File: src/rtl/log_pkg.sv
// Shared widths, result type and register reset values
// for the floor(log2) block.
package log_pkg;
  localparam int W_IN_DEF  = 8;
  localparam int W_OUT_DEF = 3;

  typedef logic [W_OUT_DEF-1:0] result_t;

  localparam result_t RESULT_RST = '0;
  localparam logic    ZERO_RST   = 1'b1;
  localparam logic    POW2_RST   = 1'b0;
endpackage

File: src/rtl/log_if.sv
// Operand/result bundle between the log block and its user.
// The master drives number; the slave returns results.
interface log_if
  import log_pkg::*;
#(
  parameter int W_IN  = W_IN_DEF,
  parameter int W_OUT = W_OUT_DEF
);
  logic [W_IN-1:0]  number;
  logic [W_OUT-1:0] result;
  logic             zero;
  logic             pow2;
  logic [W_OUT-1:0] result_q;
  logic             zero_q;
  logic             pow2_q;

  modport master (
    output number,
    input  result, zero, pow2,
    input  result_q, zero_q, pow2_q
  );

  modport slave (
    input  number,
    output result, zero, pow2,
    output result_q, zero_q, pow2_q
  );
endinterface

File: src/rtl/log_msb_enc.sv
// Most-significant-set-bit priority encoder as a balanced
// binary tree stored heap-style (node n -> 2n, 2n+1).
module log_msb_enc #(
  parameter int W  = 8,
  parameter int OW = (W > 1) ? $clog2(W) : 1
) (
  input  logic [W-1:0]  in_i,
  output logic [OW-1:0] index_o,
  output logic          any_o
);
  localparam int L = $clog2(W);
  localparam int P = 1 << L;

  logic          any_h [1:2*P-1];
  logic [OW-1:0] idx_h [1:2*P-1];

  for (genvar i = 0; i < P; i++) begin : g_leaf
    if (i < W) begin : g_in
      assign any_h[P+i] = in_i[i];
    end else begin : g_pad
      assign any_h[P+i] = 1'b0;
    end
    assign idx_h[P+i] = '0;
  end

  // Upper half wins whenever it has any bit set; its
  // subtree index gains the bit for this level.
  for (genvar n = 1; n < P; n++) begin : g_node
    localparam int H = L - ($clog2(n + 1) - 1);
    assign any_h[n] = any_h[2*n] | any_h[2*n+1];
    assign idx_h[n] = any_h[2*n+1]
                    ? (idx_h[2*n+1] | OW'(1 << (H - 1)))
                    : idx_h[2*n];
  end

  assign index_o = idx_h[1];
  assign any_o   = any_h[1];
endmodule

File: src/rtl/log.sv
// floor(log2(number)) with zero/power-of-two flags, both
// combinational and as 1-cycle registered copies.
module log
  import log_pkg::*;
#(
  parameter int W_IN  = W_IN_DEF,
  parameter int W_OUT = W_OUT_DEF
) (
  input logic clk,
  input logic reset,
  log_if.slave bus
);
  logic [W_OUT-1:0] result_d;
  logic             any;
  logic             zero_d;
  logic             pow2_d;

  logic [W_OUT-1:0] result_q;
  logic             zero_q;
  logic             pow2_q;

  log_msb_enc #(
    .W  (W_IN),
    .OW (W_OUT)
  ) u_enc (
    .in_i    (bus.number),
    .index_o (result_d),
    .any_o   (any)
  );

  assign zero_d = ~any;
  assign pow2_d = any &
    ((bus.number & (bus.number - W_IN'(1))) == '0);

  always_ff @(posedge clk) begin
    if (reset) begin
      result_q <= W_OUT'(RESULT_RST);
      zero_q   <= ZERO_RST;
      pow2_q   <= POW2_RST;
    end else begin
      result_q <= result_d;
      zero_q   <= zero_d;
      pow2_q   <= pow2_d;
    end
  end

  assign bus.result   = result_d;
  assign bus.zero     = zero_d;
  assign bus.pow2     = pow2_d;
  assign bus.result_q = result_q;
  assign bus.zero_q   = zero_q;
  assign bus.pow2_q   = pow2_q;
endmodule

File: src/flat_wrapper.sv
// flat-port wrapper written by rule: the top's interface ports become plain ports
module log_flat import log_pkg::*;
#(
  parameter int W_IN  = W_IN_DEF,
  parameter int W_OUT = W_OUT_DEF
)
  (clk, reset, bus_number, bus_result, bus_zero, bus_pow2, bus_result_q, bus_zero_q, bus_pow2_q);
  log_if #(.W_IN(W_IN), .W_OUT(W_OUT)) bus_i ();
  input logic clk;
  input logic reset;
  input wire logic [$bits(bus_i.number)-1:0] bus_number;
  output wire logic [$bits(bus_i.result)-1:0] bus_result;
  output wire logic [$bits(bus_i.zero)-1:0] bus_zero;
  output wire logic [$bits(bus_i.pow2)-1:0] bus_pow2;
  output wire logic [$bits(bus_i.result_q)-1:0] bus_result_q;
  output wire logic [$bits(bus_i.zero_q)-1:0] bus_zero_q;
  output wire logic [$bits(bus_i.pow2_q)-1:0] bus_pow2_q;
  assign bus_i.number = bus_number;
  assign bus_result = bus_i.result;
  assign bus_zero = bus_i.zero;
  assign bus_pow2 = bus_i.pow2;
  assign bus_result_q = bus_i.result_q;
  assign bus_zero_q = bus_i.zero_q;
  assign bus_pow2_q = bus_i.pow2_q;
  log #(.W_IN(W_IN), .W_OUT(W_OUT)) u_core (.clk(clk), .reset(reset), .bus(bus_i));
endmodule
File: config.mk
export PLATFORM = sky130hd
export DESIGN_NAME = log_flat
export DESIGN_NICKNAME = d
export VERILOG_FILES = /design/src/rtl/log_pkg.sv /design/src/rtl/log_if.sv /design/src/rtl/log_msb_enc.sv /design/src/rtl/log.sv /design/src/flat_wrapper.sv
export SDC_FILE = /design/constraint.sdc
export NUM_CORES = 1
export LEC_CHECK = 0
export CORE_AREA = 2 2 39 41
export DETAILED_ROUTE_END_ITERATION = 7
export DIE_AREA = 0 0 41 43
export HOLD_SLACK_MARGIN = 0.05
export PLACE_DENSITY = 0.52
export SETUP_SLACK_MARGIN = 0.5
export SLEW_MARGIN = 30
export SYNTH_ARGS = -nofsm -noshare
export SYNTH_HDL_FRONTEND = slang
export SYNTH_HIERARCHICAL = 1
export SYNTH_SLANG_ARGS = --single-unit
File: constraint.sdc
create_clock -name clk -period 2.1 [get_ports clk]
set_clock_uncertainty 0.2 [all_clocks]
set_input_delay 0.21 -clock clk [delete_from_list [all_inputs] [get_ports clk]]
set_output_delay 0.21 -clock clk [all_outputs]
set_load 0.02 [all_outputs]
# Word-level counts from Yosys, hierarchy flattened

Cells that the tools add are included.

Bits in registers: 5
Latch bits: 0
RAM bits: 0
ROM bits: 0
Input port bits: 10
Output and inout bits: 10
Logic and storage cells: 22
Memories kept: 0

Add/subtract/negate cells: 1
Multipliers: 0
Div/mod/pow operators: 0
Magnitude comparators: 0
Equal/unequal tests: 0
Shift-type cells: 0
Muxes and demuxes: 7
Bitwise operators: 10
Reduce and logical (&&, ||, !) cells: 1

Operators by type and width:

| cell                                             | number |
|---|---|
| bitwise AND 8 bit                                | 1 |
| logical NOT 8 bit                                | 1 |
| subtractor 8 x 1 -> 8 bit, second input constant | 1 |
| OR 1 bit                                         | 7 |
| 2-to-1 mux 3 bit                                 | 2 |
| 2-to-1 mux 1 bit                                 | 4 |
| 2-to-1 mux 2 bit                                 | 1 |
| bitwise AND 1 bit                                | 1 |
| inverter 1 bit                                   | 1 |

# Longest topological paths before layout

Gate-level depths: netlist of run 1.

Depth after elaboration: 4
Mapped depth: 4
Depth with buffers taken out: 4

# Cells and area by module

The synthesis of run 1 kept the hierarchy.

Modules (own cells, without submodules):

| module      | instances | cells each | area an instance (um2) | sequential area each (um2) |
|---|---|---|---|---|
| log         | 1         | 20         | 211.5                  | 100.1 |
| log_msb_enc | 1         | 12         | 57.6                   | 0.0 |

# Least setup slack after synthesis of run 1

OpenSTA, ideal clock, no wires.

Kind: input to register
From: input bus_number[2]
To: register u_core.result_q[0], in the netlist u_core/bus.result_q[0]
Library setup time: 0.067 ns
Arrival time: 1.054 ns
Required time: 1.833 ns
Setup slack: 0.779 ns
Stages: 4
Buffers on the path: 0
Path through: clkinv_1 a21oi_1 o31ai_1 nor2b_1

Word-level cells in the longest chain between the ends: 3

Ends and longest elaborated chain:

| what                           | line               | text |
|---|---|---|
| start: declaration             | flat_wrapper.sv:11 | `input wire logic [$bits(bus_i.number)-1:0] bus_number;` |
| OR 1 bit                       | log_msb_enc.sv:30  | `assign any_h[n] = any_h[2*n] \| any_h[2*n+1];` |
| 2-to-1 mux 3 bit (2 in series) | log_msb_enc.sv:32  | `? (idx_h[2*n+1] \| OW'(1 << (H - 1)))` |
| named net bus_result[0]        | flat_wrapper.sv:12 | `output wire logic [$bits(bus_i.result)-1:0] bus_result;` |
| end signal: assignment         | log.sv:37          | `result_q <= W_OUT'(RESULT_RST);` |
| end signal: assignment         | log.sv:41          | `result_q <= result_d;` |
| end: declaration               | log.sv:18          | `logic [W_OUT-1:0] result_q;` |

The timed path passes the listed nets, and every way through them passes these cells.
A chain may end at the register's enable or synchronous reset.

# Worst setup path after layout of run 1

From: register u_core.pow2_q, in the netlist u_core/bus.pow2_q
To: output bus_pow2_q

RTL lines:

| what                     | line               | text |
|---|---|---|
| start: declaration       | log.sv:20          | `logic pow2_q;` |
| start signal: assignment | log.sv:43          | `pow2_q <= pow2_d;` |
| end: declaration         | flat_wrapper.sv:17 | `output wire logic [$bits(bus_i.pow2_q)-1:0] bus_pow2_q;` |

No word-level cell between the ends.

==> metrics.md, run 1 <==
| Metric | Value |
|---|---|
| GRT Util Overall | 0.08626 |
| Initial DRC count | 0 |
| Setup CP Type | reg -> out |
| CTS sink cnt | 5 |
| CP Cell Sequence | clkdlybuf4s50_1 |
| Root Buffer Master | clkbuf_4 |
| Avg Cell Area, Syn | 8.407 sq um |
| CP Data Arrival Time | approximately 1100 ps |
| Final wirelength | 701 um |
| Worst min path class | in -> reg |
| DP HPWL | ~570 um |
| CP max stage cell | clkdlybuf4s50_1 |
| Number of global-route vias before repair | roughly 270 |
| Ys Warns | 6 |
| Final hold viol count | 0 |
| Post-Route Setup TNS | 0 ps |
| Hold path endpoint | u_core/bus.result_q[1] |
| F_max | roughly 650 MHz |
| Setup crit end kind | output port |
| Hold_sp | bus_number[4] |
| Die area | between 0.0015 and 0.002 sq mm |
| Die width | 41 um |
| # diodes | 0 |
| CTS tree | built |
| Setup-failing EPs final | 0 |
| # IOs | 20 |
| Max-slew violations | 0 |
| Crit share post-route | 0.7313 |
| Routed Antenna Nets | 0 |
| DR vias | 343 |
| Clock transition at path regs | around 40 ps |
| TritonRoute pass-1 iters | 1 |
| Synth Area in XOR/XNOR | 0 |
| Largest net degree at the start of global routing | 7 |
| I/O Buffers | 19 |
| WHS Path Cells | 3 |
| Detailed-route DRC error count | 0 |
| Post-DP Area | a little over 500 sq um |
| CP startpoint kind | register |
| Largest family of logic cells by synthesized area | compound AO/OA/AOI/OAI gates |
| H-tree levels | 1 |
| Post-Place Setup Slack | -168.0 ps |
| First-pass GRT wire length | about 1000 um |
| Worst relative slew slack | 0.8256 |
| CP required | 1690 ps |
| Largest delay share family, worst path | buffers and inverters |
| CTS Buf Count | 3 |
| Final Core Density | 0.3797 |
| Multiplexer share of the synthesized area | 0 |
| Synth cell types | 16 |
| Syn_nets | between 40 and 50 |
| Layout Cells excl Fill | 77 |
| Routability cong. | just under 0.8 |
| Fin worst setup slack | 564.2 ps |
| Via/cell ratio | 4.455 |
| Die height | 43 um |
| Status | finished clean |
| Num rows | 14 |
| Layout area overhead | 95.35% |
| Max-cap viol count | 0 |
| CP Buf/Inv Count | 1 |
| Nets | 72 |
| Crit Path Max Fanout | 1 |
| Placed cells | 72 |
| CP max stage delay | about 600 ps |
| Initial Util | 0.1944 |
| Mapped Area | 269.0 sq um |
| Share of the yosys chip area belonging to registers | 0.3721 |
| Post-Synth Simple-Gate Area | 0.2837 |
| PD cells | between 500 and 600 mW/mm^2 |
| Pwr Total | 284.4 uW |
| Clk buf depth | 2 |
| Leak Pwr | between 0.2 and 0.25 nW |
| Post-layout min period | about 1500 ps |
| Initial antenna violation count | 0 |
| WL/cell | between 9 and 10 um |
| Hold_buf cts | 0 |
| Synthesized instance count | 32 |
| Max rail drop VDD | approximately 0.12 mV |
| Finished Cell Area | ~530 sq um |
| CORE AREA | between 0.001 and 0.0015 sq mm |
| RSZ-0062 raised after global routing | no |
| Seq cells post-synth | 5 |
| Share of cells above drive strength 1 | 0.5246 |
| Synth Area in Compound Gates | 0.3023 |
| Overflow after GRT | 0 |
| Worst hold slack | 209.8 ps |
| Slew @ Worst Pin | between 200 and 300 ps |
| Synth Area in Adders | 0 |
-- power by group --
group	switching [mW]	internal (mW)	leakage, nW
registers	0.00100	0.101	0.0417
logic	0.0405	0.0359	0.167
clock network	0.0349	0.0715	0.0150
-- state kept, by name, indices dropped and copies added (netlist names) --
name                 flops
u_core/bus.zero_q        1
u_core/bus.pow2_q        1
u_core/bus.result_q      3
-- timing repair --
action	in CTS	in global routing
resized for setup	30	21
setup endpoints to repair	5	5
buffers inserted	1	0
pin swaps	3	7
-- metal layers --
metal | share of wire | global-route usage
met1 | 0.40 | 0.09295
met2 | 0.51 | 0.1281
met3 | 0.091 | 0.02094
met4 | 0 | 0.08000
met5 | 0 | 0
-- synthesized netlist by cell type --
master	instances	area share
clkinv_1	1	0.014
a21oi_1	3	0.056
nand2_1	1	0.014
nor2_1	5	0.070
nor4_1	2	0.047
a211oi_2	2	0.093
nor2b_1	3	0.070
o31ai_1	2	0.056
nand4_1	1	0.023
inv_1	2	0.028
nor3_2	1	0.037
o22ai_1	1	0.023
dfxtp_1	5	0.37
nand2b_1	1	0.023
a22oi_1	1	0.028
o211ai_2	1	0.047
-- final cells by class --
cell class	count	area, sq um
Inverter	3	11.26
Timing Repair Buffer	25	185.2
Multi-Input combinational cell	24	182.7
Tap cell	16	20.02
Clock buffer	4	26.28
Fill cell	164	858.3
Sequential cell	5	100.1
-- cell usage in the layout (no fill, tap or decap), drive strengths merged --
| cell type | n |
|---|---|
| clkbuf | 12 |
| buf | 9 |
| clkdlybuf4s50 | 6 |
| dfxtp | 5 |
| nor2 | 5 |
| a21oi | 3 |
| nor2b | 3 |
| clkdlybuf4s15 | 2 |
| inv | 2 |
| a211oi | 2 |
| nor4 | 2 |
| o31ai | 2 |
| a22oi | 1 |
| o211ai | 1 |
| o22ai | 1 |
| nand2b | 1 |
| nor3 | 1 |
| nand2 | 1 |
| clkinv | 1 |
| nand4 | 1 |
-- worst max-delay path by stage --
stage                      startpoint                      to  slack [ps]  cells past startpoint
floorplan               bus_number[2]  u_core/bus.result_q[0]         780                      4
global placement        bus_number[2]                bus_pow2        -200                      5
detailed placement      bus_number[3]                bus_pow2        -170                      6
CTS                     bus_number[2]                bus_pow2         500                      5
global route        u_core/bus.zero_q              bus_zero_q         510                      1
finish              u_core/bus.pow2_q              bus_pow2_q         560                      1
-- cell families after synthesis --
group,count (synthesis)
AND/OR/NAND/NOR,14
AO/OA/AOI/OAI,10
flip-flops,5
buffers and inverters,3
Power figures use the tool's default switching activity.
==> run 2: changes to the inputs <==
==> constraint.sdc (replaced) <==
create_clock -name clk -period 1.52 [get_ports clk]
set_clock_uncertainty 0.2 [all_clocks]
set_input_delay 0.152 -clock clk [delete_from_list [all_inputs] [get_ports clk]]
set_output_delay 0.152 -clock clk [all_outputs]
set_load 0.02 [all_outputs]
==> run 2 against run 1 <==
Against the previous run:
- die area is the same
- first-iteration DRC count is 6 higher
- critical path depth grew 6
- clock-buffer cell count stayed put
- sequential power increased by 40%
- combinational power grew 130%
- clock power grew 44%
==> metrics.md, run 2 (synthesis results as in run 1) <==
| Metric | Value |
|---|---|
| Status | finished clean (unchanged) |
| # diodes | 0 (unchanged) |
| Post-DP Area | 608.1 sq um (was 516.7 sq um) |
| Initial Util | 0.1944 (unchanged) |
| F_max | ~760 MHz |
| Share of cells above drive strength 1 | 0.8169 (was 0.5246) |
| Max-slew violations | 0 (unchanged) |
| Flop pwr share | 0.302 (was 0.357) |
| TritonRoute pass-1 iters | 2 (was 1) |
| Worst relative slew slack | 0.8129 (was 0.8256) |
| Die width | 41 um (unchanged) |
| Max rail drop VDD | 0.1934 mV (was 0.1174 mV) |
| Largest net degree at the start of global routing | 7 (unchanged) |
| WHS Path Cells | 4 (was 3) |
| Die height | 43 um (unchanged) |
| Crit Path Max Fanout | 5 (was 1) |
| Routed Antenna Nets | 0 (unchanged) |
| CP Data Arrival Time | 960 ps (was 1130 ps) |
| Nets | 82 (was 72) |
| Clock group share of total power | 0.322 (was 0.374) |
| Detailed-route DRC error count | 0 (unchanged) |
| Initial antenna violation count | 0 (unchanged) |
| Hold path endpoint | u_core/bus.result_q[0] (was u_core/bus.result_q[1]) |
| Leak Pwr | 0.3245 nW (was 0.2237 nW) |
| Finished Cell Area | 778.2 sq um (was 525.5 sq um) |
| CTS tree | built (unchanged) |
| Comb power frac | 0.376 (was 0.269) |
| DP HPWL | 667.5 um (was 572.2 um) |
| Worst min path class | in -> reg (unchanged) |
| GRT Util Overall | 0.1201 (was 0.08626) |
| I/O Buffers | 19 (unchanged) |
| Root Buffer Master | clkbuf_4 (unchanged) |
| Final wirelength | 922 um (was 701 um) |
| Number of global-route vias before repair | 358 (was 272) |
| First-pass GRT wire length | 1469 um (was 1028 um) |
| Setup CP Type | in -> out (was reg -> out) |
| Clk buf depth | 2 (unchanged) |
| Max-cap viol count | 0 (unchanged) |
| # IOs | 20 (unchanged) |
| Sw Ratio | 0.2929 (was 0.2686) |
| Power Internal | 335.4 uW (was 208.0 uW) |
| PD cells | 609.6 mW/mm^2 (was 541.1 mW/mm^2) |
| Clock transition at path regs | 40 ps (about the same) |
| Most common cell after layout, fill and taps aside | buf_4 (was clkbuf_2) |
| Hold_sp | bus_number[7] (was bus_number[4]) |
| Via/cell ratio | 4.368 (was 4.455) |
| Crit share post-route | 0.8625 |
| Switch Pwr | 138.9 uW (was 76.37 uW) |
| CTS sink cnt | 5 (unchanged) |
| Max reg flops | 3 (unchanged) |
| Initial DRC count | 6 (was 0) |
| Setup crit end kind | output port (unchanged) |
| Hold_buf cts | 0 (unchanged) |
| Most frequent cells in the layout | 16 x buf_4, 15 x buf_6, 5 x dfxtp_2 (was 8 x clkbuf_2, 7 x buf_4, 6 x clkdlybuf4s50_1) |
| Worst hold slack | 98.55 ps (was 209.8 ps) |
| DR vias | 380 (was 343) |
| Crit path launch | bus_number[2] (was u_core/bus.pow2_q) |
| Largest reg by FF count | u_core/bus.result_q (unchanged) |
| Num rows | 14 (unchanged) |
| CORE AREA | 0.001384 sq mm (unchanged) |
| CP startpoint kind | input port (was register) |
| Overflow after GRT | 0 (unchanged) |
| RSZ-0062 raised after global routing | yes (was no) |
| Slew @ Worst Pin | 280.6 ps (was 259.4 ps) |
| CP required | 1170 ps (was 1690 ps) |
| Post-layout min period | 1311 ps |
| CTS Buf Count | 3 (unchanged) |
| Final hold viol count | 0 (unchanged) |
| Die area | 0.001763 sq mm (unchanged) |
| Setup-failing EPs final | 0 (unchanged) |
| H-tree levels | 1 (unchanged) |
| Layout area overhead | 189.3% (was 95.35%) |
| Largest registers | u_core/bus.result_q (3), u_core/bus.pow2_q (1), u_core/bus.zero_q (1) (unchanged) |
| WL/cell | 10.60 um (was 9.104 um) |
| Routability cong. | 0.7580 (was 0.7858) |
-- run 2: worst max path at each step --
stage,slack [ps],depth (start not counted),endpoint
after floorplan,480,3,bus_pow2
after global placement,-710,6,bus_zero
after detailed placement,-730,6,bus_zero
after CTS,180,6,bus_pow2
after global routing,150,7,bus_pow2
final,210,7,bus_pow2
-- run 2: power by group through the flow --
stage	Combinational, mW	Sequential, mW	Clock [mW]
2_1_floorplan	0.0390	0.152	0
3_3_place_gp	0.136	0.143	0
3_5_place_dp	0.137	0.143	0
4_1_cts	0.158	0.143	0.156
5_1_grt	0.190	0.144	0.169
6_report	0.178	0.143	0.153
-- run 2: layout make-up --
type	count	area, sq um
Fill cell	125	605.6
Clock buffer	4	26.28
Sequential cell	5	106.4
Tap cell	16	20.02
Multi-Input combinational cell	24	275.3
Inverter	3	11.26
Timing Repair Buffer	35	339.1
-- run 2: layer usage --
layer	vias to the layer above	share of wire	track usage
li1	194	-	-
met1	175	0.36	0.1433
met2	11	0.59	0.1969
met3	0	0.048	0.01571
met4	0	0	0.06000
met5	-	0	0
-- run 2: timing repair --
action | in CTS | in global routing
setup buffers | 5 | 1
pin swaps | 11 | 5
resized for setup | 114 | 15
endpoints found under the setup margin | 15 | 11
-- run 2: critical path, stage by stage --
cell	delay, ps
buf_8	110
nor2_2	130
nand4_1	130
buf_4	170
o211ai_4	90
nor2_4	40
buf_6	130
-- run 2: through the flow --
step	utilization	power [mW]	cells	worst slack, ps	TNS [ps]
2_1_floorplan	-	0.1912	32	477.6	0
3_3_place_gp	0.4394	0.2790	77	-712.2	-3474
3_5_place_dp	0.4394	0.2794	77	-730.9	-3600
4_1_cts	0.5172	0.4575	86	176.3	0
5_1_grt	0.5624	0.5030	87	155.0	0
6_report	0.5624	0.4744	87	209.0	0
==> run 3: changes to the inputs <==
--- a/config.mk
+++ b/config.mk
@@ -5,11 +5,11 @@
 export SDC_FILE = /design/constraint.sdc
 export NUM_CORES = 1
 export LEC_CHECK = 0
-export CORE_AREA = 2 2 39 41
+export CORE_AREA = 4 4 41 43
 export DETAILED_ROUTE_END_ITERATION = 7
-export DIE_AREA = 0 0 41 43
+export DIE_AREA = 0 0 45 47
 export HOLD_SLACK_MARGIN = 0.05
-export PLACE_DENSITY = 0.52
+export PLACE_DENSITY = 0.61
 export SETUP_SLACK_MARGIN = 0.5
 export SLEW_MARGIN = 30
 export SYNTH_ARGS = -nofsm -noshare
==> run 3 against run 2 <==
Against the previous run:
- critical path depth fell by 1
- sequential cell count did not move
- wire length rose by 3.0%
- first-iteration DRC count fell by 33%
- maximum frequency rose by 1.6%
- non-clock buffer count rose by 5
- setup slack improved by 20 ps
- clock power fell by 3%
- sequential share of layout area fell by 1.7 points
- design area rose by 14%
- largest cell class unchanged
==> metrics.md, run 3 (synthesis results as in run 1) <==
| Metric | Value |
|---|---|
| Status | finished clean (unchanged) |
| Switch Pwr | 141.1 uW (was 138.9 uW) |
| Routed Antenna Nets | 0 (unchanged) |
| Share of cells above drive strength 1 | 0.8553 (was 0.8169) |
| Worst min path class | in -> reg (unchanged) |
| Largest registers | u_core/bus.result_q (3), u_core/bus.pow2_q (1), u_core/bus.zero_q (1) (unchanged) |
| # diodes | 0 (unchanged) |
| Sw Ratio | 0.2842 (was 0.2929) |
| Pwr Total | 496.6 uW (was 474.4 uW) |
| Clk buf depth | 2 (unchanged) |
| Post-Place Setup Slack | -723.9 ps (was -730.9 ps) |
| Most frequent cells in the layout | 22 x buf_6, 12 x buf_4, 5 x nor2_4, 5 x dfxtp_2 (was 16 x buf_4, 15 x buf_6, 5 x dfxtp_2) |
| Flop pwr share | 0.289 (was 0.302) |
| First-pass GRT wire length | 1524 um (was 1469 um) |
| Final hold viol count | 0 (unchanged) |
| Max-slew violations | 0 (unchanged) |
| Max-cap viol count | 0 (unchanged) |
| F_max | 774.7 MHz (was 762.8 MHz) |
| Clock group share of total power | 0.298 (was 0.322) |
| Crit Path Max Fanout | 3 (was 5) |
| Num rows | 13 (was 14) |
| Layout area overhead | 230.2% (was 189.3%) |
| Nets | 87 (was 82) |
| Setup-failing EPs final | 0 (unchanged) |
| Overflow after GRT | 0 (unchanged) |
| CP Data Arrival Time | 940 ps (was 960 ps) |
| DP HPWL | 645.8 um (was 667.5 um) |
| CTS tree | built (unchanged) |
| Post-DP Area | 629.4 sq um (was 608.1 sq um) |
| Largest net degree at the start of global routing | 7 (unchanged) |
| Leak Pwr | 0.3663 nW (was 0.3245 nW) |
| Routability cong. | 0.7285 (was 0.7580) |
| Worst relative slew slack | 0.8505 (was 0.8129) |
| Die height | 47 um (was 43 um) |
| Power Internal | 355.5 uW (was 335.4 uW) |
| Clock transition at path regs | 40 ps (about the same) |
| Largest reg by FF count | u_core/bus.result_q (unchanged) |
| Root Buffer Master | clkbuf_4 (unchanged) |
| Layout fillers | 105 (was 125) |
| Fin worst setup slack | 229.2 ps (was 209.0 ps) |
| GRT Util Overall | 0.1018 (was 0.1201) |
| RSZ-0062 raised after global routing | yes (unchanged) |
| # IOs | 20 (unchanged) |
| Initial DRC count | 4 (was 6) |
| Register area | 106.4 sq um (unchanged) |
| Final wirelength | 950 um (was 922 um) |
| CORE AREA | 0.001301 sq mm (was 0.001384 sq mm) |
| DR vias | 412 (was 380) |
| PD cells | 559.0 mW/mm^2 (was 609.6 mW/mm^2) |
| CP required | 1170 ps (about the same) |
| Crit path launch | bus_number[3] (was bus_number[2]) |
| Comb power frac | 0.413 (was 0.376) |
| CTS Buf Count | 3 (unchanged) |
| I/O Buffers | 19 (unchanged) |
| Setup crit end kind | output port (unchanged) |
| Max reg flops | 3 (unchanged) |
| H-tree levels | 1 (unchanged) |
| Most common cell after layout, fill and taps aside | buf_6 (was buf_4) |
| Hold path endpoint | u_core/bus.result_q[0] (unchanged) |
| CTS sink cnt | 5 (unchanged) |
| Via/cell ratio | 4.527 (was 4.368) |
| Initial Util | 0.2067 (was 0.1944) |
| Die area | 0.002115 sq mm (was 0.001763 sq mm) |
| Die width | 45 um (was 41 um) |
| Slew @ Worst Pin | 223.6 ps (was 280.6 ps) |
| Crit share post-route | 0.8492 (was 0.8625) |
| TritonRoute pass-1 iters | 2 (unchanged) |
| Multi-input gate area | 292.8 sq um (was 275.3 sq um) |
| Setup CP Type | in -> out (unchanged) |
| Finished Cell Area | 888.4 sq um (was 778.2 sq um) |
| CP startpoint kind | input port (unchanged) |
| WHS Path Cells | 4 (unchanged) |
| Hold_sp | bus_number[6] (was bus_number[7]) |
| Initial antenna violation count | 0 (unchanged) |
| Number of global-route vias before repair | 394 (was 358) |
| WL/cell | 10.44 um (was 10.60 um) |
| Post-layout min period | 1291 ps (was 1311 ps) |
| Max rail drop VDD | 0.2261 mV (was 0.1934 mV) |
| Detailed-route DRC error count | 0 (unchanged) |
| Worst hold slack | 137.9 ps (was 98.55 ps) |
==> run 3: timing repair <==
item                                   in CTS  in global routing
gates resized for setup                   114                 39
pin swaps                                  11                 12
hold buffers                                0                  0
setup buffers                               6                  2
endpoints found under the hold margin       0                  0
setup endpoints to repair                  15                 12
==> run 3: how the worst max path moves through the flow <==
| stage | to | slack [ps] | cells after the start |
|---|---|---|---|
| floorplan | bus_pow2 | 480 | 3 |
| global placement | bus_pow2 | -740 | 6 |
| detailed placement | bus_pow2 | -720 | 6 |
| CTS | bus_pow2 | 210 | 6 |
| global route | bus_pow2 | 180 | 6 |
| finish | bus_pow2 | 230 | 6 |
==> run 3: worst max-delay path, stage by stage <==
cell and delay [ps]:
buf_8 100, buf_4 140, nor4_4 210, a21oi_2 110, nor2_4 110, buf_6 120
==> run 3: layer usage <==
layer	track usage	wire (um)	vias up
met5	0	0	-
met4	0.08772	0	0
met3	0.01149	81	0
met2	0.1808	543	14
met1	0.1066	325	192
li1	-	-	206
==> run 3: power by group through the flow <==
stage                     clock network (mW)  logic [mW]  registers [mW]
after global placement                     0       0.142           0.143
after floorplan                            0      0.0390           0.152
after detailed placement                   0       0.142           0.143
after global routing                   0.168       0.217           0.144
final                                  0.148       0.205           0.143
after CTS                              0.154       0.162           0.143
==> run 3: final cells by class <==
type / instances / area share
sequential: 5 / 0.1197
timing repair buffer: 40 / 0.4873
multi-input combinational: 24 / 0.3296
inverter: 3 / 0.01268
tap: 15 / 0.02113
clock buffer: 4 / 0.02958
==> run 3: metrics by stage <==
step | util | cells | setup TNS (ps)
2_1_floorplan | - | 32 | 0
6_report | 0.6827 | 91 | 0
4_1_cts | 0.5702 | 89 | 0
3_5_place_dp | 0.4837 | 79 | -3649
5_1_grt | 0.6827 | 91 | 0
3_3_place_gp | 0.4837 | 79 | -3670
